===== src/rtl/vga_scanout_reader.sv =====
// Scanout side of the double-buffered 640x480 framebuffer: VGA timing, one read per visible pixel,
// colour aligned to sync/blank after the read latency, optional clear-after-display, and buffer swap.
module vga_scanout_reader #(
  parameter int H_VIS  = 640,
  parameter int H_FP   = 16,
  parameter int H_SYN  = 96,
  parameter int H_BP   = 48,
  parameter int V_VIS  = 480,
  parameter int V_FP   = 10,
  parameter int V_SYN  = 2,
  parameter int V_BP   = 33,
  parameter int RD_LAT = 1,
  parameter bit CLR_EN = 1'b1
) (
  input  logic        clk,
  input  logic        rst,
  input  logic        pixEn,
  output logic        rdEn,
  output logic [18:0] rdAddr,
  input  logic [3:0]  rdData,
  output logic        clrWe,
  output logic [18:0] clrAddr,
  output logic        bufSel,
  input  logic        swapReq,
  output logic        swapAck,
  output logic        frameStart,
  output logic        hsync,
  output logic        vsync,
  output logic        blank,
  output logic [3:0]  vgaColor
);

  localparam int H_TOT = H_VIS + H_FP + H_SYN + H_BP;
  localparam int V_TOT = V_VIS + V_FP + V_SYN + V_BP;

  localparam logic [9:0] H_LAST   = 10'(H_TOT - 1);
  localparam logic [9:0] V_LAST   = 10'(V_TOT - 1);
  localparam logic [9:0] H_VIS_C  = 10'(H_VIS);
  localparam logic [9:0] V_VIS_C  = 10'(V_VIS);
  localparam logic [9:0] V_VIS_LAST = 10'(V_VIS - 1);
  localparam logic [9:0] H_SYN_S  = 10'(H_VIS + H_FP);
  localparam logic [9:0] H_SYN_E  = 10'(H_VIS + H_FP + H_SYN);
  localparam logic [9:0] V_SYN_S  = 10'(V_VIS + V_FP);
  localparam logic [9:0] V_SYN_E  = 10'(V_VIS + V_FP + V_SYN);

  typedef struct packed {
    logic        vld;
    logic        hs;
    logic        vs;
    logic        vis;
    logic        rd;
    logic [18:0] addr;
  } pipe_t;

  typedef enum logic [1:0] {SW_IDLE, SW_SWAP, SW_WAIT_LOW} swap_state_e;

  logic [9:0]  hcnt, vcnt;
  logic        visible;
  logic        vblank_entry;
  logic        go_swap;
  pipe_t       stage_in;
  pipe_t       tail;
  pipe_t       pipe [RD_LAT];
  swap_state_e state, state_nxt;

  always_ff @(posedge clk or posedge rst) begin
    if (rst) begin
      hcnt <= '0;
      vcnt <= '0;
    end else if (pixEn) begin
      if (hcnt == H_LAST) begin
        hcnt <= '0;
        vcnt <= (vcnt == V_LAST) ? '0 : vcnt + 10'd1;
      end else begin
        hcnt <= hcnt + 10'd1;
      end
    end
  end

  assign visible    = (hcnt < H_VIS_C) && (vcnt < V_VIS_C);
  assign rdEn       = pixEn && visible && !rst;
  assign rdAddr     = visible ? (19'(hcnt) + {vcnt, 9'b0} + {2'b0, vcnt, 7'b0}) : '0;
  assign frameStart = pixEn && !rst && (hcnt == '0) && (vcnt == '0);

  always_comb begin
    stage_in      = '0;
    stage_in.vld  = pixEn;
    stage_in.hs   = !((hcnt >= H_SYN_S) && (hcnt < H_SYN_E));
    stage_in.vs   = !((vcnt >= V_SYN_S) && (vcnt < V_SYN_E));
    stage_in.vis  = visible;
    stage_in.rd   = rdEn;
    stage_in.addr = rdEn ? rdAddr : '0;
  end

  // Pipe advances every clk; only entries tagged vld (a pixEn clk) update the DAC outputs.
  always_ff @(posedge clk or posedge rst) begin
    if (rst) begin
      for (int unsigned i = 0; i < RD_LAT; i++) pipe[i] <= '0;
    end else begin
      pipe[0] <= stage_in;
      for (int unsigned i = 1; i < RD_LAT; i++) pipe[i] <= pipe[i-1];
    end
  end

  assign tail = pipe[RD_LAT-1];

  always_ff @(posedge clk or posedge rst) begin
    if (rst) begin
      hsync    <= 1'b1;
      vsync    <= 1'b1;
      blank    <= 1'b1;
      vgaColor <= '0;
    end else if (tail.vld) begin
      hsync    <= tail.hs;
      vsync    <= tail.vs;
      blank    <= !tail.vis;
      vgaColor <= tail.vis ? rdData : '0;
    end
  end

  assign clrWe   = CLR_EN && tail.rd;
  assign clrAddr = CLR_EN ? tail.addr : '0;

  assign vblank_entry = pixEn && (hcnt == H_LAST) && (vcnt == V_VIS_LAST);

  always_comb begin
    state_nxt = state;
    go_swap   = 1'b0;
    unique case (state)
      SW_IDLE: begin
        if (vblank_entry && swapReq) begin
          state_nxt = SW_SWAP;
          go_swap   = 1'b1;
        end
      end
      SW_SWAP:     state_nxt = SW_WAIT_LOW;
      SW_WAIT_LOW: if (!swapReq) state_nxt = SW_IDLE;
      default:     state_nxt = SW_IDLE;
    endcase
  end

  always_ff @(posedge clk or posedge rst) begin
    if (rst) begin
      state  <= SW_IDLE;
      bufSel <= 1'b0;
    end else begin
      state <= state_nxt;
      if (go_swap) bufSel <= !bufSel;
    end
  end

  assign swapAck = (state == SW_SWAP);

endmodule


===== config.mk =====
export PLATFORM = sky130hd
export DESIGN_NAME = vga_scanout_reader
export DESIGN_NICKNAME = d
export VERILOG_FILES = /design/src/rtl/vga_scanout_reader.sv
export SDC_FILE = /design/constraint.sdc
export NUM_CORES = 1
export LEC_CHECK = 0
export BUFFER_PORTS_ARGS = -buffer_cell sky130_fd_sc_hd__buf_4
export CAP_MARGIN = 0
export CORE_MARGIN = 5
export CORE_UTILIZATION = 50
export DETAILED_ROUTE_END_ITERATION = 10
export PLACE_DENSITY = 0.78
export SLEW_MARGIN = 20
export SYNTH_ARGS = -nofsm -noshare
export SYNTH_HDL_FRONTEND = slang
export SYNTH_SLANG_ARGS = --single-unit

===== constraint.sdc =====
create_clock -name clk -period 4.2 [get_ports clk]
set_clock_uncertainty 0.15 [all_clocks]
set_input_delay 1.26 -clock clk [delete_from_list [all_inputs] [get_ports clk]]
set_output_delay 1.26 -clock clk [all_outputs]
set_load 0.05 [all_outputs]

After elaboration in Yosys (flattened, before gate mapping)
Cells that the tools add are included.
{"block": "op_classes", "magnitude_cmp": 6, "n_reduce_logical": 21, "shift": 0, "n_mux": 10, "mul": 0, "n_eq_ne": 7, "n_div": 0, "bitwise_logic": 0, "n_addsub": 4}
{"cell": "two-way mux 19 bit", "count": 2}
{"cell": "adder 10 x 1 -> 10 bit, second input constant", "count": 2}
{"cell": "== test 10 bit, second input constant", "count": 2}
{"cell": "logical NOT 10 bit", "count": 2}
{"cell": "< comparator 10 bit, second input constant", "count": 2}
{"cell": "< comparator 10 x 9 -> 1 bit, second input constant", "count": 2}
{"cell": "two-way mux 10 bit", "count": 2}
{"cell": "adder 10 x 19 -> 19 bit", "count": 1}
{"cell": "adder 19 x 17 -> 19 bit", "count": 1}
{"cell": "logical AND 1 bit", "count": 11}
{"cell": "== test 10 x 9 -> 1 bit, second input constant", "count": 1}
{"cell": ">= comparator 10 bit, second input constant", "count": 1}
{"cell": ">= comparator 10 x 9 -> 1 bit, second input constant", "count": 1}
{"cell": "case mux 2 bit (3 select lines)", "count": 1}
{"cell": "logical NOT 1 bit", "count": 5}
{"cell": "two-way mux 2 bit", "count": 2}
{"cell": "two-way mux 4 bit", "count": 1}
{"cell": "!= test 2 bit, second input constant", "count": 2}
{"cell": "AND reduction 2 bit", "count": 2}
{"cell": "== test 2 x 1 -> 1 bit, second input constant", "count": 1}
{"cell": "== test 2 bit, second input constant", "count": 1}
{"cell": "logical NOT 2 bit", "count": 1}
{"cell": "two-way mux 1 bit", "count": 2}
{"block": "totals", "in_bits": 8, "ram_bits": 0, "romBits": 0, "regBits": 54, "n_memories": 0, "latchBits": 0}

Logic depth before layout (Yosys ltp)
Gate-level depths: netlist of run 1.
{"block": "depth", "depth_word": 6, "depth_mapped": 10, "depth_no_buf": 9}

Worst setup path after synthesis of run 1
No wires, ideal clock.
{"block": "synth_path", "path_type": "input-to-output", "startpoint": "input rst", "endpoint": "output frameStart", "required_time_ps": 2790, "setup_slack_ps": -1582, "cell_stages": 4, "path_buffers": 0, "t_arrival_ps": 4372, "path_cell_list": "inv_1 > nand2_1 > or4_1 > nor4_1"}
{"block": "synth_between", "elab_chain_len": 4}
{"item": "from (decl)", "line": "16", "rtl": "input logic rst,"}
{"item": "logical NOT 1 bit (no line)"}
{"item": "logical AND 1 bit (3 in a row)", "line": "83", "rtl": "assign frameStart = pixEn && !rst && (hcnt == '0) && (vcnt == '0);"}
{"item": "to (decl)", "line": "26", "rtl": "output logic frameStart,"}
Every way passes these cells.

Worst setup path after layout of run 1
{"block": "layout_path", "startpoint": "register hcnt[8]", "endpoint": "output rdAddr[18]"}
{"block": "layout_between", "elab_chain_len": 3, "elab_cells_between_ends": 5}
{"item": "from (decl)", "line": "57", "rtl": "logic [9:0] hcnt, vcnt;"}
{"item": "from (signal assigned)", "line": "75", "rtl": "hcnt <= hcnt + 10'd1;"}
{"item": "adder 10 x 19 -> 19 bit / < comparator 10 bit (equally long branches)", "line": "82, 80"}
{"item": "adder 19 x 17 -> 19 bit / logical AND 1 bit (equally long branches)", "line": "82, 80"}
{"item": "two-way mux 19 bit (*)", "line": "82", "rtl": "assign rdAddr = visible ? (19'(hcnt) + {vcnt, 9'b0} + {2'b0, vcnt, 7'b0}) : '0;"}
{"item": "to (decl)", "line": "19", "rtl": "output logic [18:0] rdAddr,"}
Mark *: on every way between the ends. The rest lies on a longest branch, timed or not.

==> out/results.ini, run 1 <==
[grt]
grt_usage=0.170
antenna_found_initial=0
met3_usage=0.0242
grt_pass1_wl_mm=10.6
met2_usage=0.279
grt.overflow.total=0
grt_pass1_vias=2256
busiest_layer=met2
grt_max_degree=55
grt_use_met1=0.230

[drt]
dr.pass1.iters=4
wl_mm=6.51
drc_errors=0
wire_per_inst_um=14.8
drt_iter0_drc=115
viasPerCell=5.33
ant_nets=0
via_count=2351

[job]
maxCapViolations=0

[yosys]
yosys.area.top_type=dfrtp_1
ys_ff_latch=54
ys_warn_count=0
syn_nets=347
avgSynthCellArea_um2=9.78
synth-edff-count=0
ys_seq_area_frac=0.441
netlist_instances=314
syn_area_um2=3070
synth_area_leaders=dfrtp_1, ha_1, buf_4
synth_top_area_share=0.416
synthFlopType=dfrtp_1
synth_cell_types=48
async_flop_share=1.00

[floorplanning]
rows=28
io_pins=58
dieHeight_um=88.4
fp.dieW_um=88.4
initial_utilization=0.516
dieArea_um2=7810
core_um2=5960

[worst_setup_path]
startpoint_type=flop
rrSetupSlack_ns=1.06
rr_endpoint=clrAddr[17]
worstSetupPathType=flop to primary output
slowest_delay_ns=0.46
cp-startpoint=hcnt[8]
path_depth=10
critPathRequiredTime_ns=2.79
crit_family=adder cells
cpMaxStageDelayCell=dfrtp_2
ff2ff_path_depth=15
crit_path_end_kind=primary output
arrival_ns=2.69
path_cells=ha_1, ha_1, inv_1, fa_2, nor2b_1, o21a_1, o21a_1, nor2_1, o31ai_4, buf_6
crit_end=rdAddr[18]
crit_fanout=6
rr_startpoint=vcnt[2]
path_buf_inv=2

[clock_network]
path_clk_slew_ns=0.10
cts_hold_buf=0
clockRootBuffer=clkbuf_8
insertion_delay_ns=0.32
ctsHtreeMaxLevel=2
cts_buffer_depth=2
cts_tree=yes
cts_buffers=5
cts_sinks=54

[timing]
period_share=0.977
final-max-slew-violation-count=0
period_minus_slack_ns=4.10
finalSetupViolations=0
tightest_slew_ns=0.655
hold_viol_final=0
fmax_mhz=244
relSlewSlack=0.563
holdWs_ns=0.328
rsz0062_at_grt=true

[worst_hold_path]
worst_hold_path_type=flop to flop

[layout]
finalNonFillerCells=441
area.growth.synth_to_final_pct=21.4
drive_gt1_frac=0.311
diodes=0
nNetsFinal=398

[status]
outcome=completed

[placement]
hpwlAfterDp_mm=4.73
gp_congestion=0.901
io_buffers=57
dp_cells=423

[power]
peakVddDrop_mv=0.297
power.density_nw_per_um2=345
leakage_nw=1.83

-- cell usage after synthesis (all sizes together), types with 3 or more instances --
cell,count
dfrtp,51
nor2,31
ha,23
buf,22
nand2,22
o21ai,21
inv,20
and2,16
nand3,14
xnor2,11
xor2,8
nand4,7
nor3,7
and3,6
a21oi,5
clkbuf,5
o31ai,5
nor2b,4
a211o,3
dfstp,3
nor4,3
o21a,3
-- flip-flops by register name (all words and copies together), names as in the netlist --
| register | flops |
|---|---|
| clrAddr | 19 |
| clrWe | 1 |
| vgaColor | 4 |
| pipe | 4 |
| vsync | 1 |
| blank | 1 |
| hcnt | 10 |
| bufSel | 1 |
| hsync | 1 |
| state | 2 |
| vcnt | 10 |
-- worst register-to-register path: stages, from the launching register on --
cell and delay [ns]:
dfrtp_1 0.39, inv_2 0.05, fa_2 0.61, inv_2 0.06, ha_4 0.22, a21oi_4 0.17, o22ai_4 0.12, o41ai_4 0.30
xor2_1 0.14, buf_4 0.15, buf_4 0.12, buf_4 0.12, buf_4 0.12, buf_4 0.12, buf_4 0.12, nor2_1 0.11
-- power breakdown --
part | internal, mW | total (mW) | switching (mW)
Combinational | 0.119 | 0.368 | 0.249
Clock | 0.123 | 0.301 | 0.178
Sequential | 0.563 | 0.617 | 0.0541
Total | 0.804 | 1.29 | 0.481
-- final cells by class --
type / count / area (um2)
Tap cell: 75 / 93.8
Multi-Input combinational cell: 213 / 1560
Sequential cell: 54 / 1360
Fill cell: 484 / 2230
Clock inverter: 3 / 26.3
Inverter: 20 / 78.8
Clock buffer: 5 / 68.8
Timing Repair Buffer: 71 / 541
-- how the worst min path moves through the flow --
stage              to  depth (start not counted)  startpoint
2_1_floorplan   hsync                          1    pipe[22]
3_3_place_gp    blank                          2       blank
3_5_place_dp   bufSel                          1      bufSel
4_1_cts        bufSel                          1      bufSel
5_1_grt        bufSel                          1      bufSel
6_report       bufSel                          1      bufSel
-- per-layer routing --
| metal | wire length, um | vias to the layer above | share of wire |
|---|---|---|---|
| met5 | 0 | - | 0 |
| met4 | 81 | 0 | 0.012 |
| met3 | 321 | 10 | 0.049 |
| met2 | 3140 | 50 | 0.48 |
| met1 | 2970 | 1132 | 0.46 |
| li1 | - | 1159 | - |
-- repair_timing --
item                       4_1_cts  5_1_grt
setup endpoints to repair        4        6
pin swaps                        1        7
buffers inserted                 6        4
gates resized for setup          3       16
-- cell usage in the layout (no fill, tap or decap), drive strengths merged, types with 2 or more instances in the layout --
cell / Yosys / final
buf: 22 / 71
dfrtp: 51 / 51
nor2: 31 / 31
ha: 23 / 23
nand2: 22 / 22
inv: 20 / 21
o21ai: 21 / 21
and2: 16 / 16
nand3: 14 / 14
xnor2: 11 / 11
xor2: 8 / 8
nand4: 7 / 7
nor3: 7 / 7
and3: 6 / 6
clkbuf: 5 / 5
o31ai: 5 / 5
a21oi: 5 / 5
nor2b: 4 / 4
a211o: 3 / 3
o21a: 3 / 3
dfstp: 3 / 3
nor4: 3 / 3
or2: 2 / 2
and4: 2 / 2
nor4b: 2 / 2
mux2: 2 / 2
fa: 2 / 2
o41ai: 2 / 2
or4: 2 / 2
or3: 2 / 2
-- kinds of logic after synthesis --
kind of cell,synth area share
xor+xnor,0.0542
simple gates,0.211
flops,0.441
mux,0.0106
buf+inv,0.0860
fa+ha+maj,0.107
compound gates,0.0901
-- stage by stage --
stage          setup TNS (ns)  cell area, um2  power, mW  worst slack (ns)  utilization
2_1_floorplan          -0.155            3110      0.890            -0.155            -
3_3_place_gp                0            3470      0.980             0.310        0.583
3_5_place_dp                0            3470      0.992             0.177        0.583
4_1_cts                     0            3630       1.29           0.00469        0.609
5_1_grt               -0.0878            3730       1.34           -0.0330        0.626
6_report                    0            3730       1.29            0.0972        0.626
No activity file was read; power rests on OpenSTA's default activity.
==> run 2, diff against run 1 <==
Settings changed: PLACE_DENSITY 0.78 to 0.75.
Clock period 4.2 ns to 4.4 ns, I/O delays scaled along.
==> run 2 against run 1 <==
  * Via count fell by 0.55%
  * First-iteration DRC count rose by 12%
  * Critical path depth fell by 1
  * Combinational power fell by 5%
  * Design area fell by 2.5%
  * Worst hold slack barely moved
  * Core utilization fell by 1.5 points
  * Highest routed layer unchanged
==> out/results.ini, run 2 (synthesis results as in run 1) <==
[power]
combPwrFrac=0.285  ; was 0.286
p_int_uw=768  ; was 804 uW
power.density_nw_per_um2=339  ; was 345 nW/um2
leakage_nw=1.81  ; was 1.83 nW
seqPwrFrac=0.477  ; was 0.480
switching_share=0.376  ; was 0.374
clkPwrFrac=0.238  ; was 0.234
finalPower_mw=1.23  ; was 1.29 mW
peakVddDrop_mv=0.313  ; was 0.297 mV
p_sw_uw=463  ; was 481 uW

[floorplanning]
dieHeight_um=88.4  ; unchanged
rows=28  ; unchanged
fp.dieW_um=88.4  ; unchanged
dieArea_um2=7810  ; unchanged
io_pins=58  ; unchanged
core_um2=5960  ; unchanged
initial_utilization=0.516  ; unchanged

[timing]
holdWs_ns=0.328  ; about the same
finalSetupViolations=0  ; unchanged
tightest_slew_ns=0.648  ; was 0.655 ns
hold_viol_final=0  ; unchanged
final-max-slew-violation-count=0  ; unchanged
period_minus_slack_ns=4.29
fmax_mhz=233
relSlewSlack=0.568  ; was 0.563
period_share=0.975

[layout]
nNetsFinal=393  ; was 398
drive_gt1_frac=0.277  ; was 0.311
final_cell_mix=buf_4, dfrtp_1, nor2_1  ; unchanged
final_area_um2=3630  ; was 3730 um2
finalNonFillerCells=436  ; was 441
diodes=0  ; unchanged
final_common_cell=buf_4  ; unchanged
fin_util=0.610  ; was 0.626
area.growth.synth_to_final_pct=18.4  ; was 21.4%
largest_reg_flops=19  ; unchanged

[clock_network]
clockRootBuffer=clkbuf_8  ; unchanged
insertion_delay_ns=0.31  ; was 0.32 ns
cts_tree=yes  ; unchanged
path_clk_slew_ns=0.11  ; was 0.10 ns
cts_hold_buf=0  ; unchanged
cts_buffer_depth=2  ; unchanged
cts_buffers=5  ; unchanged
cts_sinks=54  ; unchanged
ctsHtreeMaxLevel=2  ; unchanged

[grt]
grt_pass1_wl_mm=10.7  ; was 10.6 mm
grt.overflow.total=0  ; unchanged
grt_pass1_vias=2211  ; was 2256
antenna_found_initial=0  ; unchanged
grt_max_degree=55  ; unchanged
grt_usage=0.174  ; was 0.170

[placement]
placed_cell_area_um2=3460  ; was 3470 um2
gp_congestion=0.821  ; was 0.901
hpwlAfterDp_mm=4.80  ; was 4.73 mm
dp_cells=423  ; unchanged
io_buffers=57  ; unchanged

[worst_setup_path]
rr_startpoint=vcnt[0]  ; was vcnt[2]
crit_family=adder cells  ; unchanged
path_cells=inv_2, fa_1, fa_1, nor2b_1, o21a_1, o21bai_1, a211o_1, nand2_1, buf_4  ; was ha_1, ha_1, inv_1, fa_2, nor2b_1, o21a_1, o21a_1, nor2_1, o31ai_4, buf_6
path_depth=9  ; was 10
cp-startpoint=vcnt[0]  ; was hcnt[8]
arrival_ns=2.82  ; was 2.69 ns
cpMaxStageDelayCell=fa_1  ; was dfrtp_2
crit_path_end_kind=primary output  ; unchanged
slowest_delay_ns=0.51  ; was 0.46 ns
rrSetupSlack_ns=1.72  ; was 1.06 ns
crit_fanout=5  ; was 6
startpoint_type=flop  ; unchanged
ff2ff_path_depth=10  ; was 15
path_buf_inv=2  ; unchanged
crit_end=rdAddr[14]  ; was rdAddr[18]
worstSetupPathType=flop to primary output  ; unchanged
rr_endpoint=clrAddr[17]  ; unchanged
crit_path_frequent_cell=fa_1
critPathRequiredTime_ns=2.93  ; was 2.79 ns

[status]
outcome=completed  ; unchanged

[drt]
viasPerCell=5.36  ; was 5.33
wl_mm=6.58  ; was 6.51 mm
via_count=2338  ; was 2351
wire_per_inst_um=15.1  ; was 14.8 um
dr.pass1.iters=4  ; unchanged
ant_nets=0  ; unchanged
drt_iter0_drc=129  ; was 115
drc_errors=0  ; unchanged

[job]
maxCapViolations=0  ; unchanged

[worst_hold_path]
worst_hold_path_type=flop to flop  ; unchanged

[run 2: cell count changes in the layout (fill, tap and decap cells not counted), moves of 2 or more]
| cell | previous run | this run |
|---|---|---|
| inv_6 | 2 | 0 |
| fa_1 | 0 | 2 |
| buf_4 | 69 | 64 |
| dfrtp_2 | 3 | 0 |
| dfrtp_1 | 48 | 51 |
| a21oi_1 | 2 | 4 |
| fa_2 | 2 | 0 |
[run 2: what timing repair did]
item | CTS | global route
endpoints found under the setup margin | 1 | 5
setup buffers | 0 | 5
pin swaps | 0 | 8
resized for setup | 1 | 7
[run 2: worst min-delay path, stage by stage, from the launching register on]
cell	delay, ns
dfstp_2	0.38
inv_1	0.04
mux2i_1	0.06
[run 2: worst min path at each step]
stage	start	to	depth (start not counted)	slack, ns
2_1_floorplan	pipe[22]	hsync	1	0.30
3_3_place_gp	blank	blank	2	0.31
3_5_place_dp	blank	blank	2	0.32
4_1_cts	blank	blank	2	0.33
5_1_grt	bufSel	bufSel	1	0.36
6_report	blank	blank	2	0.33
[run 2: per-stage QoR]
step,TNS (ns),setup slack (ns)
after floorplan,-0.0751,-0.0751
after global placement,0,0.461
after detailed placement,0,0.341
after CTS,0,0.0512
after global routing,-0.0448,-0.0244
final,0,0.109
[run 2: cell type report]
type | count | area, um2
fill | 493 | 2320
multi-input combinational | 213 | 1510
sequential | 54 | 1360
timing repair buffer | 66 | 503
tap | 75 | 93.8
inverter | 20 | 78.8
clock buffer | 5 | 68.8
clock inverter | 3 | 28.8
[run 2: power by group through the flow]
stage	Sequential, mW	Clock, mW	Combinational [mW]
3_5_place_dp	0.597	0	0.351
6_report	0.588	0.293	0.351
5_1_grt	0.597	0.319	0.379
3_3_place_gp	0.594	0	0.342
2_1_floorplan	0.594	0	0.255
4_1_cts	0.587	0.300	0.352
[run 2: layer usage]
layer	track usage	part of all wire	vias up
li1	-	-	1147
met1	0.242	0.44	1112
met2	0.286	0.48	72
met3	0.0279	0.066	7
met4	0.0412	0.013	0
met5	0	0	-
==> run 3, diff against run 2 <==
Settings changed: CTS_BUF_LIST from default to sky130_fd_sc_hd__clkbuf_4.
==> run 3 against run 2 <==
  * Die area stayed put
  * Sequential share of layout area is 0.39 points lower
  * Core utilization is 0.76 points higher
==> out/results.ini, run 3 (synthesis results as in run 1) <==
[status]
outcome=completed  ; unchanged

[timing]
hold_viol_final=0  ; unchanged
holdWs_ns=0.335  ; was 0.328 ns
period_share=0.974  ; was 0.975
fin_tns_setup_ns=0  ; unchanged
relSlewSlack=0.565  ; was 0.568
final-max-slew-violation-count=0  ; unchanged
finalWorstSetupSlack_ns=0.115  ; was 0.109 ns
rsz0062_at_grt=true
fmax_mhz=233  ; about the same
period_minus_slack_ns=4.29  ; about the same
finalSetupViolations=0  ; unchanged
tightest_slew_ns=0.652  ; was 0.648 ns

[grt]
grt.overflow.total=0  ; unchanged
grt_usage=0.176  ; was 0.174
antenna_found_initial=0  ; unchanged
grt_max_degree=55  ; unchanged
grt_pass1_vias=2221  ; was 2211
grt_pass1_wl_mm=10.7  ; about the same

[clock_network]
cts_buffers=5  ; unchanged
path_clk_slew_ns=0.18  ; was 0.11 ns
insertion_delay_ns=0.40  ; was 0.31 ns
ctsHtreeMaxLevel=2  ; unchanged
clockRootBuffer=clkbuf_4  ; was clkbuf_8
cts_buffer_depth=2  ; unchanged
cts_hold_buf=0  ; unchanged
cts_tree=yes  ; unchanged
cts_sinks=54  ; unchanged

[drt]
wire_per_inst_um=14.9  ; was 15.1 um
ant_nets=0  ; unchanged
viasPerCell=5.36  ; about the same
drc_errors=0  ; unchanged
wl_mm=6.54  ; was 6.58 mm
dr.pass1.iters=4  ; unchanged
via_count=2358  ; was 2338
drt_iter0_drc=120  ; was 129

[job]
maxCapViolations=0  ; unchanged

[layout]
area.growth.synth_to_final_pct=19.8  ; was 18.4%
nNetsFinal=397  ; was 393
diodes=0  ; unchanged
final_common_cell=buf_4  ; unchanged
drive_gt1_frac=0.310  ; was 0.277
finalNonFillerCells=440  ; was 436
fin_util=0.618  ; was 0.610
final_cell_mix=buf_4, dfrtp_1, nor2_1  ; unchanged
largest_reg_flops=19  ; unchanged

[floorplanning]
dieHeight_um=88.4  ; unchanged
core_um2=5960  ; unchanged
io_pins=58  ; unchanged
rows=28  ; unchanged
fp.dieW_um=88.4  ; unchanged
dieArea_um2=7810  ; unchanged
initial_utilization=0.516  ; unchanged

[worst_setup_path]
crit_path_end_kind=primary output  ; unchanged
arrival_ns=2.82  ; about the same
critPathRequiredTime_ns=2.93  ; about the same
crit_fanout=4  ; was 5
startpoint_type=flop  ; unchanged
worstSetupPathType=flop to primary output  ; unchanged

[power]
seqPwrFrac=0.500  ; was 0.477
p_sw_uw=457  ; was 463 uW
clkPwrFrac=0.202  ; was 0.238
p_int_uw=719  ; was 768 uW
switching_share=0.388  ; was 0.376
combPwrFrac=0.298  ; was 0.285
leakage_nw=1.82  ; was 1.81 nW
power.density_nw_per_um2=319  ; was 339 nW/um2
peakVddDrop_mv=0.303  ; was 0.313 mV

[placement]
post-place-ws_ns=0.341  ; unchanged
hpwlAfterDp_mm=4.80  ; unchanged
gp_congestion=0.821  ; unchanged
dp_cells=423  ; unchanged
io_buffers=57  ; unchanged

[worst_hold_path]
worst_hold_path_type=flop to flop  ; unchanged

[run 3: through the flow]
step           total power [mW]  instance area [um2]
5_1_grt                    1.24                 3680
3_5_place_dp              0.948                 3460
2_1_floorplan             0.849                 3100
6_report                   1.18                 3680
4_1_cts                    1.19                 3550
3_3_place_gp              0.936                 3460
[run 3: worst paths after layout]
kind,from,end,slack [ns],depth (start not counted)
max reg2reg,vcnt[0],clrAddr[17],1.80,10
min reg2reg,blank,blank,0.33,2
max,vcnt[0],rdAddr[14],0.11,9
min in group asynchronous,rst,clrAddr[3],0.99,3
min,blank,blank,0.33,2
max in group asynchronous,rst,hcnt[8],2.62,3
[run 3: layout make-up]
cell class                      count  area (um2)
Clock buffer                        5        37.5
Fill cell                         481        2280
Inverter                           20        78.8
Sequential cell                    54        1360
Clock inverter                      3        28.8
Timing Repair Buffer               70         537
Multi-Input combinational cell    213        1550
Tap cell                           75        93.8
[run 3: critical path: stages, from the launching register on]
cell      delay [ns]
dfrtp_1         0.42
inv_1           0.10
fa_2            0.49
fa_2            0.42
nor2b_1         0.12
o21a_1          0.16
o21bai_1        0.12
a211o_1         0.31
nand2_1         0.07
buf_4           0.20
[run 3: routing by layer]
layer	routed length (um)	vias up	track usage
li1	-	1156	-
met1	2830	1126	0.243
met2	3140	66	0.279
met3	444	10	0.0289
met4	121	0	0.0646
met5	0	-	0
[run 3: what timing repair did]
action | in CTS | in global routing
setup buffers | 2 | 7
gates cloned | 0 | 0
gates resized for setup | 1 | 20
pin swaps | 0 | 10
setup endpoints to repair | 4 | 6
[run 3: power groups by stage]
stage / Combinational, mW / Clock [mW] / Sequential [mW]
floorplan: 0.255 / 0 / 0.594
global placement: 0.342 / 0 / 0.594
detailed placement: 0.351 / 0 / 0.597
CTS: 0.352 / 0.247 / 0.587
global route: 0.379 / 0.267 / 0.598
finish: 0.350 / 0.238 / 0.588
